$ cat config.mk
export PLATFORM = sky130hd
export DESIGN_NAME = serial_subtractor
export DESIGN_NICKNAME = d
export VERILOG_FILES = /design/src/rtl/serial_subtractor.sv
export SDC_FILE = /design/constraint.sdc
export NUM_CORES = 1
export LEC_CHECK = 0
export ABC_CLOCK_PERIOD_IN_PS = 3000
export BUFFER_PORTS_ARGS = -buffer_cell sky130_fd_sc_hd__buf_2
export CAP_MARGIN = 20
export CORE_AREA = 5 5 56 58
export DETAILED_ROUTE_END_ITERATION = 8
export DIE_AREA = 0 0 61 63
export GPL_TIMING_DRIVEN = 0
export PLACE_DENSITY = 0.79
export SYNTH_ARGS = -nofsm -noshare
export SYNTH_HDL_FRONTEND = slang
export SYNTH_SLANG_ARGS = --single-unit
$ cat constraint.sdc
create_clock -name clk -period 3 [get_ports clk]
set_input_delay 0.15 -clock clk [delete_from_list [all_inputs] [get_ports clk]]
set_output_delay 0.15 -clock clk [all_outputs]
set_load 0.01 [all_outputs]
$ cat src/rtl/serial_subtractor.sv
// serial_subtractor: bit-serial WIDTH-bit subtractor, D = A - B computed LSB-first.
// One full-subtractor cell per clock with a registered borrow; operands and result
// move over valid/ready handshakes. Define SERIAL_SUB_OVF_EN to add the signed
// overflow output ovf.
module serial_subtractor #(
  parameter int unsigned WIDTH = 8
) (
  input  logic             clk,
  input  logic             rst_n,
  input  logic             in_valid,
  output logic             in_ready,
  input  logic [WIDTH-1:0] a,
  input  logic [WIDTH-1:0] b,
  output logic             out_valid,
  input  logic             out_ready,
  output logic [WIDTH-1:0] diff,
  output logic             bout,
  output logic             busy
`ifdef SERIAL_SUB_OVF_EN
  ,
  output logic             ovf
`endif
);

  localparam int unsigned CW = (WIDTH > 1) ? $clog2(WIDTH) : 1;

  typedef enum logic [1:0] {
    S_IDLE = 2'd0,
    S_RUN  = 2'd1,
    S_DONE = 2'd2
  } state_t;

  state_t           r_state;
  state_t           w_state_nxt;
  logic             w_load;

  logic             r_in_ready;
  logic             r_out_valid;
  logic             r_busy;

  logic [WIDTH-1:0] r_a_sh;
  logic [WIDTH-1:0] r_b_sh;
  logic [WIDTH-1:0] r_res;
  logic             r_borrow;
  logic [CW-1:0]    r_cnt;
  logic             r_bout;

  logic             w_run;
  logic             w_last;
  logic             w_a0;
  logic             w_b0;
  logic             w_d;
  logic             w_borrow_nxt;

  // Full-subtractor cell on the current operand LSBs
  assign w_a0         = r_a_sh[0];
  assign w_b0         = r_b_sh[0];
  assign w_d          = w_a0 ^ w_b0 ^ r_borrow;
  assign w_borrow_nxt = (~w_a0 & w_b0) | (~(w_a0 ^ w_b0) & r_borrow);
  assign w_run        = (r_state == S_RUN);
  assign w_last       = (r_cnt == CW'(WIDTH - 1));

  // Next-state decode; operands are loaded only on an IDLE handshake
  always_comb begin
    w_state_nxt = r_state;
    w_load      = 1'b0;
    case (r_state)
      S_IDLE: begin
        if (in_valid && r_in_ready) begin
          w_load      = 1'b1;
          w_state_nxt = S_RUN;
        end
      end
      S_RUN: begin
        if (w_last) begin
          w_state_nxt = S_DONE;
        end
      end
      S_DONE: begin
        if (out_ready) begin
          w_state_nxt = S_IDLE;
        end
      end
      default: begin
        w_state_nxt = S_IDLE;
      end
    endcase
  end

  // State register; handshake/status flags registered from the next state
  always_ff @(posedge clk) begin
    if (!rst_n) begin
      r_state     <= S_IDLE;
      r_in_ready  <= 1'b1;
      r_out_valid <= 1'b0;
      r_busy      <= 1'b0;
    end else begin
      r_state     <= w_state_nxt;
      r_in_ready  <= (w_state_nxt == S_IDLE);
      r_out_valid <= (w_state_nxt == S_DONE);
      r_busy      <= (w_state_nxt == S_RUN);
    end
  end

  // Operand shifters, borrow chain, bit counter and result register
  always_ff @(posedge clk) begin
    if (!rst_n) begin
      r_a_sh   <= '0;
      r_b_sh   <= '0;
      r_res    <= '0;
      r_borrow <= 1'b0;
      r_cnt    <= '0;
      r_bout   <= 1'b0;
    end else if (w_load) begin
      r_a_sh   <= a;
      r_b_sh   <= b;
      r_borrow <= 1'b0;
      r_cnt    <= '0;
    end else if (w_run) begin
      r_res    <= {w_d, r_res[WIDTH-1:1]};
      r_a_sh   <= r_a_sh >> 1;
      r_b_sh   <= r_b_sh >> 1;
      r_borrow <= w_borrow_nxt;
      r_cnt    <= r_cnt + CW'(1);
      if (w_last) begin
        r_bout <= w_borrow_nxt;
      end
    end
  end

`ifdef SERIAL_SUB_OVF_EN
  logic r_a_msb;
  logic r_b_msb;
  logic r_ovf;

  // Operand sign bits kept for overflow; w_d on the last bit is the result sign
  always_ff @(posedge clk) begin
    if (!rst_n) begin
      r_a_msb <= 1'b0;
      r_b_msb <= 1'b0;
      r_ovf   <= 1'b0;
    end else if (w_load) begin
      r_a_msb <= a[WIDTH-1];
      r_b_msb <= b[WIDTH-1];
    end else if (w_run && w_last) begin
      r_ovf <= (r_a_msb ^ r_b_msb) & (r_a_msb ^ w_d);
    end
  end

  assign ovf = r_ovf;
`endif

  assign in_ready  = r_in_ready;
  assign out_valid = r_out_valid;
  assign busy      = r_busy;
  assign diff      = r_res;
  assign bout      = r_bout;

endmodule

# Word level (Yosys, flattened, before mapping)

Index checks and enable logic that the tools add are counted.

Register bits after elaboration: 34
Latch bits: 0
Bits in writable memories: 0
Memory bits (read-only): 0
Input port bits: 20
Output and inout bits: 12
Word-level logic and storage cells: 42
Memories kept: 0

Add/sub/neg operators: 1
Multipliers: 0
Div/mod/pow operators: 0
Magnitude comparators: 0
Equal/unequal tests: 5
Shifts and indexed selects: 0
Multiplexer cells: 10
Bitwise gates (word level): 9
Reduce and logical (&&, ||, !) cells: 7

Operators by type and width:

| operator              | number |
|---|---|
| $mux W8               | 4 |
| $mux W2               | 3 |
| $pmux W2 S3           | 1 |
| $eq A2 B1 Y1 const B  | 2 |
| $eq A2 B2 Y1 const B  | 2 |
| $logic_not A2 Y1      | 2 |
| $not A1 Y1            | 4 |
| $add A3 B1 Y3 const B | 1 |
| $eq A3 B3 Y1 const B  | 1 |
| $reduce_and A3 Y1     | 1 |
| $and A1 B1 Y1         | 2 |
| $mux W1               | 2 |
| $reduce_and A2 Y1     | 1 |
| $reduce_bool A2 Y1    | 1 |
| $reduce_or A2 Y1      | 1 |
| $xor A1 B1 Y1         | 2 |
| $logic_and A1 B1 Y1   | 1 |
| $or A1 B1 Y1          | 1 |

# Depth between registers and ports, before layout

Gate-level depths: netlist of run 1.

Depth in word-level cells: 5
Depth in mapped cells: 5
Gate-level depth less buffers: 4

# Least setup slack after synthesis of run 1

No wires, ideal clock.

Kind: reg-to-reg
Start point: register r_in_ready (netlist: in_ready)
End point: register r_a_sh[1]
Setup time: 0.070 ns
Arrival: 1.020 ns
Data required time: 2.930 ns
Setup slack: 1.910 ns
Cell stages (with the launch flop): 6
Path buffers: 2
Clock period less this slack: 1.090 ns
Path through: dfxtp_1 nor4bb_1 buf_4 buf_8 a21oi_1 a21oi_1

Word-level cells in the longest chain between the ends: 4
Elaborated cells on any way between the ends: 5
Classes of those cells: mux (3); reduce/logical (2)

Ends and longest elaborated chain:

| element                                       | line | source |
|---|---|---|
| start: declaration                            | 37   | `logic r_in_ready;` |
| start signal: assignment                      | 99   | `r_in_ready <= (w_state_nxt == S_IDLE);` |
| $logic_and A1 B1 Y1 (*)                       | 69   | `if (in_valid && r_in_ready) begin` |
| $mux W1 (*)                                   | 69   |  |
| $mux W1 (*)                                   | 67   | `case (r_state)` |
| $mux W8 or $reduce_bool A2 Y1 (tied branches) | n/a  |  |
| end signal: assignment                        | 121  | `r_a_sh <= r_a_sh >> 1;` |
| end: declaration                              | 41   | `logic [WIDTH-1:0] r_a_sh;` |

Mark *: on every way between the ends. The rest lies on a longest branch, timed or not.
A chain may end at the register's enable or synchronous reset.

# Worst setup path after layout of run 1

Start point: register r_state[0]
End point: register r_res[6] (netlist: diff[6])

Word-level cells in the longest chain between the ends: 4
Elaborated cells on any way between the ends: 5
Classes of those cells: eq/ne (1); mux (1); bitwise (1); reduce/logical (2)

Ends and longest elaborated chain:

| element                                | line | source |
|---|---|---|
| start: declaration                     | 33   | `state_t r_state;` |
| start signal: assignment               | 98   | `r_state <= w_state_nxt;` |
| $logic_not A2 Y1                       | 67   |  |
| $mux W1                                | 67   |  |
| $not A1 Y1 (no source line)            | n/a  |  |
| $reduce_and A2 Y1 (no source line) (*) | n/a  |  |
| end signal: assignment                 | 120  | `r_res <= {w_d, r_res[WIDTH-1:1]};` |
| end: declaration                       | 43   | `logic [WIDTH-1:0] r_res;` |

Marked as above.

==> results.md, run 1 <==
* Post-synthesis cell type count at 26
* Gpl congestion at 0.7822
* RSZ-0062 raised after global routing: no
* DP Cell Count at 222
* R2r endpoint: diff[6]
* Die width at 61 µm
* Req. time, crit path at between 3 and 4 ns
* Static leakage at approximately 0.64 nW
* Sw Ratio at 0.2716
* Final HPWL DP at 2203 µm
* Post-synth top flop: dfxtp_1
* CTS max path bufs at 2
* GR Layer Usage met1 at 0.2084
* R2R cell count at 4
* Core ar. at 2615 µm²
* FP Rows at 19
* R2R Setup Slk at between 1.5 and 2 ns
* Clk slew on worst S/H paths at 0.09 ns
* Via density at ~5.4
* Initial DRC count at 76
* Largest net degree at the start of global routing at 11
* VDD IR-drop max at 0.0003974 V
* Clock Power Share at 0.262
* TritonCTS clock tree: built
* Number of setup buffers added after CTS at 0
* All-Layer GR Usage at 0.1705
* Worst-Margin Slew at 0.4983 ns
* Min Tclk post-route at approximately 1.3 ns
* Vias in the first global route at 1223
* Relative slew slack at 0.6678
* Die height at 63 µm
* Seq pwr share at 0.578
* Resize count post-CTS at 0
* Final setup TNS at 0 ns
* Crit start category: flop
* Port-buffer cells at 31
* H-tree depth at 2
* Root buf cell: clkbuf_4
* Final Slew Violations at 0
* Starting density of the core at 0.5129
* Clk_lat worst skew at 0.32 ns
* Global routing's busiest layer: met2
* Ys async rst share at 0
* Combinational share of power at 0.160
* Die ar. at 3843 µm²
* Ys Warns at 0
* Final global-route overflow total at 0
* Post-layout util at 0.6043
* Fraction of layout cells with a size suffix above 1 at 0.2273
* Num ports at 32
* Crit Reg-Reg Startpoint: r_state[0]
* WP data arrival at 1.57 ns
* Int Pwr at between 0.6 and 0.7 mW
* Critical Path Fanout Max at 10
* Initial antenna violation count at 0
* Inserted Diodes at 0
* Residual DRC at 0
* Tightest Hold Check Type: in2reg
* Syn Nets at around 180
* Routed length per instance at 12.93 µm
* Setup violations, final at 0
* Status: complete, no violations
* Post-Syn Area per Cell at 8.383 µm²
* Met2 GRT Util at 0.2794
* Max-cap violations at 0
* Routed vias at 1232
* NetSw at 0.2337 mW
* Final nets at 221
* Synthesized cell area at 1341 µm²
* CP Capture Type: flop
* Sequential-to-total area share from yosys stat at 0.5075
* Gate Count Post-Synth at 160
* Final WL at 2962 µm
* Worst Setup EP: diff[6]
* First-pass GRT wire length at 5071 µm
* CTS buffer count at 5
* Most common cell after layout, fill and taps aside: a21oi_1
* Critical path class: reg2reg
* Post-CTS Hold Fix Bufs at 0
* Setup WS pre-CTS at 1.727 ns
* Synth top area share at 0.5075
* Dominant cells by area after synthesis: dfxtp_1 (51%), a21oi_1 (14%), nand2_1 (9.8%)
* Clock skew at 0.003070 ns
* Final critical-path share of the clock period at 0.4387
* CTS Sinks at 34
* Endpoints failing hold at 0
* EDFF count, synth at 0
* Met3 usage at 0.06612
* Fmax at 759.7 MHz
* Cell taking the most area after synthesis: dfxtp_1
* DR pass1 iterations at 4
* Register bit total from synthesis at 34
* Area Growth Syn to Fin at 17.82%
* Pwr/cell area at about 540 nW/µm²
* Detail Route Antenna Nets at 0
* Final setup margin at 1.684 ns
* Power Total at 0.8606 mW
* Worst Setup SP: r_state[0]
* Commonest non-fill, non-tap cells in the layout: a21oi_1 (37), buf_2 (36), nand2_1 (35)
* Non-filler cells, final at 229
-- flip-flops by register name (all words and copies together) (netlist names) --
signal     flops
diff           8
r_a_sh         8
r_b_sh         8
r_cnt          3
r_state        2
bout           1
busy           1
in_ready       1
out_valid      1
r_borrow       1
-- layer usage --
| metal | part of all wire | up-vias | wire (µm) |
|---|---|---|---|
| li1 | - | 620 | - |
| met1 | 0.42 | 568 | 1238 |
| met2 | 0.49 | 42 | 1447 |
| met3 | 0.090 | 2 | 266 |
| met4 | 0.0034 | 0 | 10 |
| met5 | 0 | - | 0 |
-- worst min path at each step --
stage	start	endpoint	slack, ns	cells after the start
3_3_place_gp	b[7]	r_b_sh[7]	0.39	3
2_1_floorplan	a[7]	r_a_sh[7]	0.29	2
6_report	a[7]	r_a_sh[7]	0.07	3
5_1_grt	a[7]	r_a_sh[7]	0.05	3
4_1_cts	b[7]	r_b_sh[7]	0.06	3
3_5_place_dp	b[7]	r_b_sh[7]	0.41	3
-- power groups by stage --
stage | Combinational [mW] | Clock (mW) | Sequential, mW
2_1_floorplan | 0.0948 | 0 | 0.506
3_3_place_gp | 0.132 | 0 | 0.506
4_1_cts | 0.138 | 0.231 | 0.497
6_report | 0.137 | 0.226 | 0.498
3_5_place_dp | 0.138 | 0 | 0.508
5_1_grt | 0.157 | 0.255 | 0.501
-- cells in the mapped netlist (all sizes together), types with 2 or more instances --
library cell,number
a21oi,37
nand2,35
dfxtp,34
o21ai,11
buf,9
nor2,6
nand3,5
a22oi,3
clkbuf,3
ha,2
inv,2
-- critical path, cell delays in order, from the launching register on --
cell	delay, ns
dfxtp_1	0.40
and2b_1	0.21
clkbuf_1	0.39
nand2_1	0.11
a21oi_1	0.15
-- area by class of cell --
| cell class | instances | area (µm²) |
|---|---|---|
| inverters | 3 | 11.26 |
| flip-flops and latches | 34 | 680.7 |
| clock buffers | 7 | 45.04 |
| multi-input cells | 111 | 575.6 |
| plain buffers | 12 | 73.82 |
| repair buffers | 31 | 155.1 |
| well taps | 31 | 38.79 |
| fillers | 246 | 1035 |
-- through the flow --
stage	area (µm²)	hold WS, ns
after floorplan	1341	0.2860
after global placement	1535	0.3921
after detailed placement	1535	0.4142
after CTS	1580	0.05849
after global routing	1580	0.04803
final	1580	0.06611
-- cell families (layout without fill, tap and decap cells) --
family	Yosys count	count (layout)	share of synthesized area
AOI/OAI and AO/OA	56	56	0.2239
xor gates and xnor gates	1	1	0.006531
adders and majority gates	3	3	0.03358
buffers and inverters	15	53	0.06342
DFF	34	34	0.5075
and+or+nand+nor	51	51	0.1651
Note: power is estimated with default switching activity, not from simulation.
==> inputs of run 2 (changes only) <==
==> config.mk (replaced) <==
export PLATFORM = sky130hd
export DESIGN_NAME = serial_subtractor
export DESIGN_NICKNAME = d
export VERILOG_FILES = /design/src/rtl/serial_subtractor.sv
export SDC_FILE = /design/constraint.sdc
export NUM_CORES = 1
export LEC_CHECK = 0
export ABC_AREA = 1
export ABC_CLOCK_PERIOD_IN_PS = 1100
export BUFFER_PORTS_ARGS = -buffer_cell sky130_fd_sc_hd__buf_2
export CAP_MARGIN = 20
export CORE_AREA = 5 5 63 65
export DETAILED_ROUTE_END_ITERATION = 8
export DIE_AREA = 0 0 68 70
export GPL_TIMING_DRIVEN = 0
export PLACE_DENSITY = 0.72
export SYNTH_ARGS = -nofsm -noshare
export SYNTH_HDL_FRONTEND = slang
export SYNTH_SLANG_ARGS = --single-unit
==> constraint.sdc (replaced) <==
create_clock -name clk -period 1.1 [get_ports clk]
set_input_delay 0.055 -clock clk [delete_from_list [all_inputs] [get_ports clk]]
set_output_delay 0.055 -clock clk [all_outputs]
set_load 0.01 [all_outputs]
==> results.md, run 2 <==
* Root buf cell: clkbuf_4
* Setup WS pre-CTS at -0.1168 ns (-1.844 ns)
* Synth top area share at 0.4434 (-0.06410)
* Status: finished, violations left
* Die width at 68 µm (+11%)
* Most frequent cell after synthesis: nand2_1
* Detail Route Antenna Nets at 0 (unchanged)
* Area Growth Syn to Fin at 31.70%
* DR pass1 iterations at 4 (unchanged)
* TritonCTS clock tree: built
* CP Capture Type: flop
* Final critical-path share of the clock period at 1.008 (+0.5688)
* Inserted Diodes at 0 (unchanged)
* Residual DRC at 0 (unchanged)
* Final nets at 281 (+27%)
* EDFF count, synth at 0 (unchanged)
* Endpoints failing hold at 0 (unchanged)
* Final setup margin at -0.008334 ns (-1.692 ns)
* Clk_lat worst skew at 0.36 ns (+0.04 ns)
* Initial DRC count at 90 (+18%)
* First-pass GRT wire length at 5671 µm (+12%)
* Syn Nets at 228 (+25%)
* Final HPWL DP at 2309 µm (+4.8%)
* Worst-Margin Slew at 0.4027 ns (-0.09555 ns)
* Gpl congestion at 0.8194 (+4.8%)
* Critical path class: reg2reg
* Failing checks: setup timing
* FP Rows at 21 (+2)
* WHS at 0.04037 ns (-0.02574 ns)
* Dominant cells by area after synthesis: dfxtp_1 (44%), nand2_1 (9.8%), nand3_1 (9.1%)
* Routed vias at 1481 (+20%)
* H-tree depth at 2 (unchanged)
* Setup violations, final at 2 (+2)
* Num ports at 32 (unchanged)
* Most common cell after layout, fill and taps aside: nand2_1
* Gate Count Post-Synth at 205 (+28%)
* Sequential-to-total area share from yosys stat at 0.4434 (-0.06410)
* CTS max path bufs at 2 (unchanged)
* Post-synthesis cell type count at 22 (-15%)
* Cell taking the most area after synthesis: dfxtp_1
* Tightest Hold Check Type: in2reg
* Fraction of layout cells with a size suffix above 1 at 0.3320 (+0.1048)
* Starting density of the core at 0.4674 (-0.04549)
* Final instance area at 2022 µm² (+28%)
* CTS Sinks at 34 (unchanged)
* Final global-route overflow total at 0 (unchanged)
* RSZ-0062 raised after global routing: yes
* Die height at 70 µm (+11%)
* Post-synth top flop: dfxtp_1
* Cell Area, Placed at 1750 µm² (+14%)
* WP data arrival at 1.40 ns (-0.17 ns)
* Final Slew Violations at 0 (unchanged)
* Register bit total from synthesis at 34 (unchanged)
* Power Total at 2.934 mW (+240%)
* Relative slew slack at 0.7315 (+0.06370)
* Post-Syn Area per Cell at 7.489 µm² (-11%)
* Synth cell count leaders: nand2_1 (40), dfxtp_1 (34), nor2_1 (30)
* Ys Warns at 0 (unchanged)
* Layout fillers at 301 (+22%)
* Min Tclk post-route at 1.108 ns (-0.2079 ns)
* Crit start category: flop
* Static leakage at 0.9222 nW (+44%)
* Pwr/cell area at 1451 nW/µm² (+170%)
* Synthesized cell area at 1535 µm² (+14%)
* All-Layer GR Usage at 0.1553 (-0.01528)
* Largest net degree at the start of global routing at 12 (+1)
* Core ar. at 3284 µm² (+26%)
* Initial antenna violation count at 0 (unchanged)
* Max-cap violations at 0 (unchanged)
* Clk slew on worst S/H paths at 0.10 ns (about the same)
* DP Cell Count at 282 (+27%)
* Port-buffer cells at 31 (unchanged)
* Final WL at 3532 µm (+19%)
* Clock skew at 0.01314 ns (+0.01007 ns)
* Commonest non-fill, non-tap cells in the layout: nand2_1 (38), buf_2 (31), nor2_1 (29), dfxtp_1 (29), nand3_1 (28)
* Ys async rst share at 0 (unchanged)
* Critical Path Fanout Max at 10 (unchanged)
* Via density at 4.856 (-9.7%)
* VDD IR-drop max at 0.0007053 V (+77%)
* Die ar. at 4760 µm² (+24%)
* Req. time, crit path at 1.39 ns (-1.86 ns)
* Fmax at 902.3 MHz (+19%)
* Non-filler cells, final at 305 (+33%)
* Routed length per instance at 11.58 µm (-10%)
* CTS buffer count at 5 (unchanged)
* Vias in the first global route at 1289 (+5.4%)
## run 2: worst paths after layout
| path | start | endpoint | slack (ns) | cells past startpoint |
|---|---|---|---|---|
| hold / removal | a[6] | r_a_sh[6] | 0.04 | 4 |
| setup / recovery | r_state[1] | r_a_sh[5] | -0.008 | 6 |
| setup reg to reg | r_state[1] | r_a_sh[5] | -0.008 | 6 |
| hold reg to reg | r_cnt[1] | r_cnt[1] | 0.48 | 2 |
## run 2: cells by family after synthesis
logic type,after synthesis,synth area share
xor gates and xnor gates,1,0.005706
adders and majority gates,3,0.02934
AOI/OAI and AO/OA,29,0.09698
DFF,34,0.4434
and+or+nand+nor,113,0.3423
buffers and inverters,25,0.08231
## run 2: stage by stage
step                setup TNS (ns)    util
global route                -1.220  0.6156
floorplan                        0       -
global placement            -2.059  0.5330
finish                    -0.01258  0.6156
CTS                       -0.04501  0.5844
detailed placement          -2.065  0.5330
## run 2: critical path, stage by stage (launching register included)
cell and delay, ns:
dfxtp_4 0.37, nor2_4 0.18, nand2_4 0.11, buf_8 0.15, nand2_1 0.05, nand2_1 0.06
a21oi_2 0.11
## run 2: final cells by class
type	count	area [µm²]	share of cell area
plain buffers	12	96.34	0.04765
clock buffers	5	37.54	0.01856
multi-input cells	146	769.5	0.3806
inverters	13	51.30	0.02537
well taps	46	57.56	0.02847
repair buffers	46	277.8	0.1374
clock inverters	3	40.04	0.01980
flip-flops and latches	34	691.9	0.3422
## run 2: repair_timing
action / in CTS / in global routing
pin swaps: 8 / 4
setup endpoints to repair: 34 / 34
buffers inserted: 4 / 7
endpoints found under the hold margin: 6 / 0
hold buffers: 4 / 0
resized for setup: 15 / 25
## run 2: where the power goes
group / internal [mW] / switching, mW
Clock: 0.470 / 0.441
Sequential: 1.33 / 0.0632
Combinational: 0.284 / 0.340
Total: 2.09 / 0.845
## run 2: layer usage
metal	share of wire	up-vias	track usage	wire length (µm)
li1	-	775	-	-
met1	0.46	661	0.2016	1627
met2	0.44	40	0.2388	1566
met3	0.077	5	0.04487	272
met4	0.018	0	0.05960	65
met5	0	-	0	0
